**src/rtl/reg_scoreboard_if.sv**
```systemverilog
// Decode-side handshake bundle for the register scoreboard: issue, load-return,
// write-back and source-operand inputs plus the hazard/forwarding outputs.
interface reg_scoreboard_if;
  logic       issue_fire;
  logic       issue_we;
  logic       issue_is_load;
  logic [4:0] issue_dest;
  logic       ld_done;
  logic [4:0] ld_done_dest;
  logic       retire;
  logic [4:0] retire_dest;
  logic [4:0] rs1;
  logic [4:0] rs2;
  logic       use1;
  logic       use2;
  logic       ds_valid;
  logic       stall;
  logic       busy1;
  logic       busy2;
  logic       sb_full;
  logic       err;

  modport master (
    output issue_fire, issue_we, issue_is_load, issue_dest,
    output ld_done, ld_done_dest, retire, retire_dest,
    output rs1, rs2, use1, use2, ds_valid,
    input  stall, busy1, busy2, sb_full, err
  );

  modport slave (
    input  issue_fire, issue_we, issue_is_load, issue_dest,
    input  ld_done, ld_done_dest, retire, retire_dest,
    input  rs1, rs2, use1, use2, ds_valid,
    output stall, busy1, busy2, sb_full, err
  );
endinterface

```
**src/rtl/reg_scoreboard.sv**
```systemverilog
// Register scoreboard: per-register counts of pending writes and outstanding loads,
// driving the decode load-use stall, forward-select flags and a sticky error.
module reg_scoreboard #(
  parameter int NREG  = 32,
  parameter int CNT_W = 2
) (
  input  logic            clk,
  input  logic            reset,
  reg_scoreboard_if.slave sb
);
  localparam int               IDX_W   = 5;
  localparam logic [CNT_W-1:0] CNT_MAX = '1;

  logic [CNT_W-1:0] pend_q [1:NREG-1];
  logic [CNT_W-1:0] pend_d [1:NREG-1];
  logic [CNT_W-1:0] ld_q   [1:NREG-1];
  logic [CNT_W-1:0] ld_d   [1:NREG-1];
  logic             err_q;
  logic             err_d;
  logic             iss_wr;

  // Net +1/-1 update; MSB of the result flags overflow or underflow.
  function automatic logic [CNT_W:0] step(input logic [CNT_W-1:0] c,
                                          input logic inc, input logic dec);
    logic [CNT_W:0] r;
    r = {1'b0, c};
    if (inc && !dec) begin
      if (c == CNT_MAX) r[CNT_W] = 1'b1;
      else              r[CNT_W-1:0] = c + 1'b1;
    end else if (dec && !inc) begin
      if (c == '0) r[CNT_W] = 1'b1;
      else         r[CNT_W-1:0] = c - 1'b1;
    end
    return r;
  endfunction

  always_comb begin
    iss_wr = sb.issue_fire && sb.issue_we && (sb.issue_dest != '0);
    pend_d = pend_q;
    ld_d   = ld_q;
    err_d  = err_q;
    for (int r = 1; r < NREG; r++) begin : upd
      logic [CNT_W:0] sp;
      logic [CNT_W:0] sl;
      sp = step(pend_q[r], iss_wr && (sb.issue_dest == IDX_W'(r)),
                sb.retire && (sb.retire_dest == IDX_W'(r)));
      sl = step(ld_q[r], iss_wr && sb.issue_is_load && (sb.issue_dest == IDX_W'(r)),
                sb.ld_done && (sb.ld_done_dest == IDX_W'(r)));
      pend_d[r] = sp[CNT_W-1:0];
      ld_d[r]   = sl[CNT_W-1:0];
      err_d     = err_d | sp[CNT_W] | sl[CNT_W];
    end
  end

  always_ff @(posedge clk) begin
    if (reset) begin
      for (int r = 1; r < NREG; r++) begin
        pend_q[r] <= '0;
        ld_q[r]   <= '0;
      end
      err_q <= 1'b0;
    end else begin
      pend_q <= pend_d;
      ld_q   <= ld_d;
      err_q  <= err_d;
    end
  end

  // Hazard outputs: registered counts qualified by this cycle's decode operands.
  logic [CNT_W-1:0] pend_rs1, pend_rs2, ld_rs1, ld_rs2, pend_dst;
  logic             ldh1, ldh2;

  always_comb begin
    pend_rs1   = (sb.rs1 == '0)        ? '0 : pend_q[sb.rs1];
    pend_rs2   = (sb.rs2 == '0)        ? '0 : pend_q[sb.rs2];
    ld_rs1     = (sb.rs1 == '0)        ? '0 : ld_q[sb.rs1];
    ld_rs2     = (sb.rs2 == '0)        ? '0 : ld_q[sb.rs2];
    pend_dst   = (sb.issue_dest == '0) ? '0 : pend_q[sb.issue_dest];
    sb.busy1   = sb.use1 && (sb.rs1 != '0) && (pend_rs1 != '0);
    sb.busy2   = sb.use2 && (sb.rs2 != '0) && (pend_rs2 != '0);
    ldh1       = sb.use1 && (sb.rs1 != '0) && (ld_rs1 != '0);
    ldh2       = sb.use2 && (sb.rs2 != '0) && (ld_rs2 != '0);
    sb.sb_full = sb.issue_we && (sb.issue_dest != '0) && (pend_dst == CNT_MAX);
    sb.stall   = sb.ds_valid && (ldh1 || ldh2 || sb.sb_full);
    sb.err     = err_q;
  end
endmodule
```
**src/flat_wrapper.sv**
```systemverilog
// flat-port wrapper written by rule: the top's interface ports become plain ports
module reg_scoreboard_flat 
#(
  parameter int NREG  = 32,
  parameter int CNT_W = 2
)
  (clk, reset, sb_issue_fire, sb_issue_we, sb_issue_is_load, sb_issue_dest, sb_ld_done, sb_ld_done_dest, sb_retire, sb_retire_dest, sb_rs1, sb_rs2, sb_use1, sb_use2, sb_ds_valid, sb_stall, sb_busy1, sb_busy2, sb_sb_full, sb_err);
  reg_scoreboard_if sb_i ();
  input  logic clk;
  input  logic reset;
  input wire logic [$bits(sb_i.issue_fire)-1:0] sb_issue_fire;
  input wire logic [$bits(sb_i.issue_we)-1:0] sb_issue_we;
  input wire logic [$bits(sb_i.issue_is_load)-1:0] sb_issue_is_load;
  input wire logic [$bits(sb_i.issue_dest)-1:0] sb_issue_dest;
  input wire logic [$bits(sb_i.ld_done)-1:0] sb_ld_done;
  input wire logic [$bits(sb_i.ld_done_dest)-1:0] sb_ld_done_dest;
  input wire logic [$bits(sb_i.retire)-1:0] sb_retire;
  input wire logic [$bits(sb_i.retire_dest)-1:0] sb_retire_dest;
  input wire logic [$bits(sb_i.rs1)-1:0] sb_rs1;
  input wire logic [$bits(sb_i.rs2)-1:0] sb_rs2;
  input wire logic [$bits(sb_i.use1)-1:0] sb_use1;
  input wire logic [$bits(sb_i.use2)-1:0] sb_use2;
  input wire logic [$bits(sb_i.ds_valid)-1:0] sb_ds_valid;
  output wire logic [$bits(sb_i.stall)-1:0] sb_stall;
  output wire logic [$bits(sb_i.busy1)-1:0] sb_busy1;
  output wire logic [$bits(sb_i.busy2)-1:0] sb_busy2;
  output wire logic [$bits(sb_i.sb_full)-1:0] sb_sb_full;
  output wire logic [$bits(sb_i.err)-1:0] sb_err;
  assign sb_i.issue_fire = sb_issue_fire;
  assign sb_i.issue_we = sb_issue_we;
  assign sb_i.issue_is_load = sb_issue_is_load;
  assign sb_i.issue_dest = sb_issue_dest;
  assign sb_i.ld_done = sb_ld_done;
  assign sb_i.ld_done_dest = sb_ld_done_dest;
  assign sb_i.retire = sb_retire;
  assign sb_i.retire_dest = sb_retire_dest;
  assign sb_i.rs1 = sb_rs1;
  assign sb_i.rs2 = sb_rs2;
  assign sb_i.use1 = sb_use1;
  assign sb_i.use2 = sb_use2;
  assign sb_i.ds_valid = sb_ds_valid;
  assign sb_stall = sb_i.stall;
  assign sb_busy1 = sb_i.busy1;
  assign sb_busy2 = sb_i.busy2;
  assign sb_sb_full = sb_i.sb_full;
  assign sb_err = sb_i.err;
  reg_scoreboard #(.NREG(NREG), .CNT_W(CNT_W)) u_core (.clk(clk), .reset(reset), .sb(sb_i));
endmodule
```
**config.mk**
```make
export PLATFORM = sky130hd
export DESIGN_NAME = reg_scoreboard_flat
export DESIGN_NICKNAME = d
export VERILOG_FILES = /design/src/rtl/reg_scoreboard_if.sv /design/src/rtl/reg_scoreboard.sv /design/src/flat_wrapper.sv
export SDC_FILE = /design/constraint.sdc
export NUM_CORES = 1
export LEC_CHECK = 0
export BUFFER_PORTS_ARGS = -buffer_cell sky130_fd_sc_hd__buf_2
export CORE_AREA = 2 2 197 199
export CTS_BUF_LIST = sky130_fd_sc_hd__clkbuf_8
export DETAILED_ROUTE_END_ITERATION = 10
export DIE_AREA = 0 0 199 201
export MAX_ROUTING_LAYER = met4
export PLACE_DENSITY = 0.48
export SLEW_MARGIN = 25
export SYNTH_ARGS = -nofsm -noshare
export SYNTH_HDL_FRONTEND = slang
export SYNTH_SLANG_ARGS = --single-unit
```
**constraint.sdc**
```tcl
create_clock -name clk -period 6.4 [get_ports clk]
set_input_delay 0.96 -clock clk [delete_from_list [all_inputs] [get_ports clk]]
set_output_delay 0.96 -clock clk [all_outputs]
set_load 0.03 [all_outputs]
```
## Word level (Yosys, flattened, before mapping)

Index checks and enable logic that the tools add are counted.

| cells by class | value |
|---|---|
| bitwise gates (word level) | 65 |
| add/sub/neg operators | 124 |
| reductions and logical operators | 582 |
| multiplexer cells | 392 |
| order comparisons | 3 |
| eq/ne operators | 280 |

Operator list:

| kind | count |
|---|---|
| two-way mux 3 bit | 124 |
| two-way mux 2 bit | 139 |
| logical AND 1 bit | 260 |
| == test 5 bit, second input constant | 48 |
| AND reduction 3 bit | 62 |
| nonzero test 2 bit | 66 |
| == test 2 bit, second input constant | 63 |
| adder 2 x 1 -> 2 bit, second input constant | 62 |
| logical NOT 1 bit | 124 |
| logical NOT 2 bit | 62 |
| two-way mux 1 bit | 124 |
| inequality test 2 x 1 -> 1 bit, second input constant | 62 |
| inequality test 2 bit, second input constant | 62 |
| subtractor 2 x 1 -> 2 bit, second input constant | 62 |
| == test 5 x 4 -> 1 bit, second input constant | 24 |
| OR 1 bit | 62 |
| == test 5 x 3 -> 1 bit, second input constant | 12 |
| binary-select mux 2 bit (select 5 bit) | 5 |
| == test 5 x 2 -> 1 bit, second input constant | 6 |
| greater-or-equal comparator 6 bit, second input constant | 3 |
| inverter 5 -> 6 bit | 3 |
| == test 5 x 1 -> 1 bit, second input constant | 3 |
| logical NOT 5 bit | 3 |
| nonzero test 5 bit | 3 |
| logical OR 1 bit | 2 |

| storage, ports and cells | value |
|---|---|
| input port bits | 35 |
| register bits | 125 |
| output and inout bits | 5 |

## Longest topological paths before layout

| logic depth | value |
|---|---|
| depth in word-level cells | 69 |
| mapped depth | 10 |
| gate-level depth less buffers | 9 |

## Worst setup path before layout

OpenSTA, ideal clock, no wires.

| timing | value |
|---|---|
| kind | input to output |
| start point | in sb_issue_dest[0] |
| end point | out sb_stall |
| data arrival time | 3.470 ns |
| setup slack | 1.970 ns |
| stages | 8 |
| cell sequence | buf_2 -> buf_2 -> mux4_2 -> and3b_1 -> a311oi_1 -> nand2_1 -> a21boi_0 -> o31a_1 |

| on the way | value |
|---|---|
| word-level cells in the longest chain between the ends | 9 |

RTL lines:

| item | RTL line | source |
|---|---|---|
| start: declaration | flat_wrapper.sv:14 | `input wire logic [$bits(sb_i.issue_dest)-1:0] sb_issue_dest;` |
| inverter 5 -> 6 bit (implied by the code) | reg_scoreboard.sv:78 | `pend_dst = (sb.issue_dest == '0) ? '0 : pend_q[sb.issue_dest];` |
| binary-select mux 2 bit (select 5 bit) | reg_scoreboard.sv:78 |  |
| two-way mux 2 bit (implied by the code) (2 in series) | reg_scoreboard.sv:78 |  |
| two-way mux 2 bit | reg_scoreboard.sv:78 |  |
| == test 2 bit | reg_scoreboard.sv:83 | `sb.sb_full = sb.issue_we && (sb.issue_dest != '0) && (pend_dst == CNT_MAX);` |
| logical AND 1 bit (*) | reg_scoreboard.sv:83 |  |
| net sb_sb_full | flat_wrapper.sv:27 | `output wire logic [$bits(sb_i.sb_full)-1:0] sb_sb_full;` |
| logical OR 1 bit (*) | reg_scoreboard.sv:84 | `sb.stall = sb.ds_valid && (ldh1 \|\| ldh2 \|\| sb.sb_full);` |
| logical AND 1 bit (*) | reg_scoreboard.sv:84 |  |
| end: declaration | flat_wrapper.sv:24 | `output wire logic [$bits(sb_i.stall)-1:0] sb_stall;` |

Mark *: on every way through the listed nets, which the timed path passes. The rest lies on a longest branch. The select of a mux whose other input is x is not followed.

## Worst setup path after layout

| timing | value |
|---|---|
| start point | in sb_issue_dest[3] |
| end point | out sb_stall |

| on the way | value |
|---|---|
| word-level cells in the longest chain between the ends | 9 |

RTL lines:

| item | RTL line |
|---|---|
| inverter 5 -> 6 bit (implied by the code) | reg_scoreboard.sv:78 |
| binary-select mux 2 bit (select 5 bit) | reg_scoreboard.sv:78 |
| two-way mux 2 bit (implied by the code) (2 in series) | reg_scoreboard.sv:78 |
| two-way mux 2 bit | reg_scoreboard.sv:78 |
| == test 2 bit | reg_scoreboard.sv:83 |
| logical AND 1 bit (*) | reg_scoreboard.sv:83 |
| logical OR 1 bit (*) | reg_scoreboard.sv:84 |
| logical AND 1 bit (*) | reg_scoreboard.sv:84 |

Every way passes the cells marked *; elsewhere a longest branch is shown, timed or not. The select of a mux whose other input is x is not followed.

==> results.json <==
{
  "dieArea_mm2": 0.0400,
  "tightest_slew_ns": 1.01,
  "pre_cts_ws_ns": 1.83,
  "synthDistinctLibCells": 75,
  "synthCells": 1857,
  "overflow": 0,
  "skew_ns": 0.0263,
  "vias": 14071,
  "numClockSinks": 125,
  "finalMaxSlewViolations": 0,
  "cts-root-buf": "clkbuf_8",
  "grt_pass1_vias": 12948,
  "grtUsageTotal_pct": 27.1,
  "clock_latency_ns": 0.52,
  "power.leakage_uw": 0.00472,
  "postCtsHoldBufs": 0,
  "crit_family": "buffers and inverters",
  "antenna_found_initial": 0,
  "setup_viol": 0,
  "numCtsBuffers": 17,
  "final_common_cell": "nor2_1",
  "layout_worst_path_cycle_share_pct": 73.4,
  "coreArea_mm2": 0.0381,
  "drv_cap": 0,
  "synth_edf_count": 0,
  "endpoint_kind": "primary output",
  "dr.pass1.iters": 5,
  "drt_iter0_drc": 1208,
  "num_rows": 72,
  "dp_hpwl_um": 40100,
  "grt_first_pass_wirelength_um": 79200,
  "clk_pin_slew_ns": 0.08,
  "ir_drop_mv": 0.129,
  "cp-start-kind": "input port",
  "syn_nets": 2016,
  "timing.critical_path.mode_cell": "buf_2",
  "portBuffers": 39,
  "worst-path-buf-inv": 3,
  "ant_nets": 0,
  "die_w_um": 199,
  "viasPerCell": 5.95,
  "fin_tns_setup_ns": 0,
  "cp_slowest_stage_delay_ns": 0.52,
  "cp_data_required_time_ns": 5.44,
  "power_density_mw_per_mm2": 132,
  "worst_hold_slack_ns": 0.500,
  "clock.fmax_ghz": 0.213,
  "n_antenna_cell": 0,
  "cts_resized": 0,
  "cp_slowest_cell": "buf_2",
  "ios": 40,
  "wl_per_cell_um": 22.1,
  "rsz0062_at_grt": "no",
  "cp_cell_sequence": "buf_2 > buf_4 > mux4_2 > and3b_1 > a311oi_1 > nand2_1 > a21boi_0 > o31a_1 > buf_2",
  "die_h_um": 201,
  "ff2ff_setup_slack_ns": 3.90,
  "clk_path_buf_depth": 2,
  "synth_warnings": 0,
  "grt_max_degree": 80,
  "seqCellArea_mm2": 0.00250,
  "area_delta_synth_final_pct": 7.62,
  "multi_input_area_mm2": 0.00961,
  "finalHoldViolCount": 0,
  "synth-seq-area-share_pct": 19.2,
  "crit_arrival_ns": 3.74,
  "drc_errors": 0,
  "relSlewSlack_pct": 32.4,
  "fillers": 4114,
  "synthArstFlopShare_pct": 0,
  "globalplace.congestion": 0.957,
  "crit_fanout": 35,
  "cts_tree": "yes",
  "crit_type": "input port to primary output",
  "final_cell_mix": "nor2_1 (326), inv_1 (148), a21oi_1 (139)",
  "cts_setup_buffers": 0,
  "holdCritPathClass": "register to register",
  "wirelength_um": 52400,
  "fin_crit_ns": 4.70,
  "final_nets": 1994,
  "setup_slack_ns": 1.70,
  "netlist_area_mm2": 0.0131,
  "avgSynthCellArea_um2": 7.03,
  "status": "finished clean",
  "layout-drive-gt1-share_pct": 7.03,
  "synth_seq_cells": 125,
  "fin_util_pct": 36.9,
  "synth_ff_type": "dfxtp_1",
  "initial_utilization_pct": 34.3,
  "h-tree-depth": 4
}
[Yosys cell counts (7+ instances only)]
cell	count	share of area [%]
a211o_1	24	1.6
a211oi_1	39	2.2
a21oi_1	139	5.3
a31oi_1	29	1.4
and3_1	12	0.58
and4b_1	9	0.69
buf_2	32	1.2
clkbuf_1	57	1.6
dfxtp_1	125	19
ha_1	124	12
inv_1	147	4.2
mux2i_1	22	1.7
mux4_2	12	2.1
nand2_1	84	2.4
nand2b_1	16	0.77
nand3_1	81	3.1
nand3b_1	7	0.40
nand4_1	36	1.7
nand4b_1	9	0.60
nor2_1	326	9.4
nor2b_1	10	0.48
nor3_1	106	4.1
nor4_1	7	0.34
o2111ai_1	10	0.67
o211ai_1	45	2.6
o21ai_0	106	4.1
o221ai_1	28	1.9
o22ai_1	11	0.53
o311ai_0	9	0.60
o31ai_1	7	0.40
or2_2	11	0.53
or3_1	11	0.53
xnor2_1	62	4.2
[final timing paths]
check	to	from	cells past startpoint
max	sb_stall	sb_issue_dest[3]	9
min	u_core.ld_q[19]	u_core.ld_q[19]	2
max reg2reg	u_core.sb.err	u_core.ld_q[45]	8
min reg2reg	u_core.ld_q[19]	u_core.ld_q[19]	2
[stage by stage]
step	total power (µW)	instance area (µm²)	instances
6_report	1860	14000	2366
5_1_grt	1920	14000	2366
4_1_cts	1870	14000	2365
3_5_place_dp	1070	13600	2333
3_3_place_gp	1070	13600	2333
2_1_floorplan	970	13100	1857
[power breakdown]
| group | switching, µW | leakage (µW) | internal, µW |
|---|---|---|---|
| registers | 4.48 | 0.00101 | 780 |
| logic | 198 | 0.00352 | 74.9 |
| clock network | 416 | 0.000199 | 383 |
| total | 619 | 0.00472 | 1240 |
[kinds of logic (layout without fill, tap and decap cells)]
kind of cell	after synthesis	after routing	synth area share, %
buffers and inverters	242	233	7.32
AO/OA/AOI/OAI	484	484	23.8
AND/OR/NAND/NOR	786	786	30.0
XOR/XNOR	62	62	4.16
adder cells (fa/ha/maj)	124	124	11.9
flip-flops	125	125	19.2
multiplexers	34	34	3.76
[sequential cells by signal, indices dropped and copies added (netlist names)]
register / count
u_core.pend_q: 62
u_core.ld_q: 62
u_core.sb.err: 1
[area by class of cell]
| cell class | count | area share [%] |
|---|---|---|
| Sequential cell | 125 | 17.8 |
| Tap cell | 518 | 4.61 |
| Timing Repair Buffer | 54 | 2.35 |
| Inverter | 147 | 3.93 |
| Multi-Input combinational cell | 1490 | 68.4 |
| Clock inverter | 15 | 1.24 |
| Clock buffer | 17 | 1.67 |
[routing by layer]
layer  track usage, %  part of all wire (%)
met5                -                     0
met4             9.62                   3.5
met3             4.13                   6.9
met2             42.2                    45
met1             35.5                    44
[tightest hold or removal path: stages (launching register included)]
cell     delay, ns
dfxtp_1       0.35
nand2_1       0.06
a21oi_1       0.05
(Power assumes the default switching activity.)
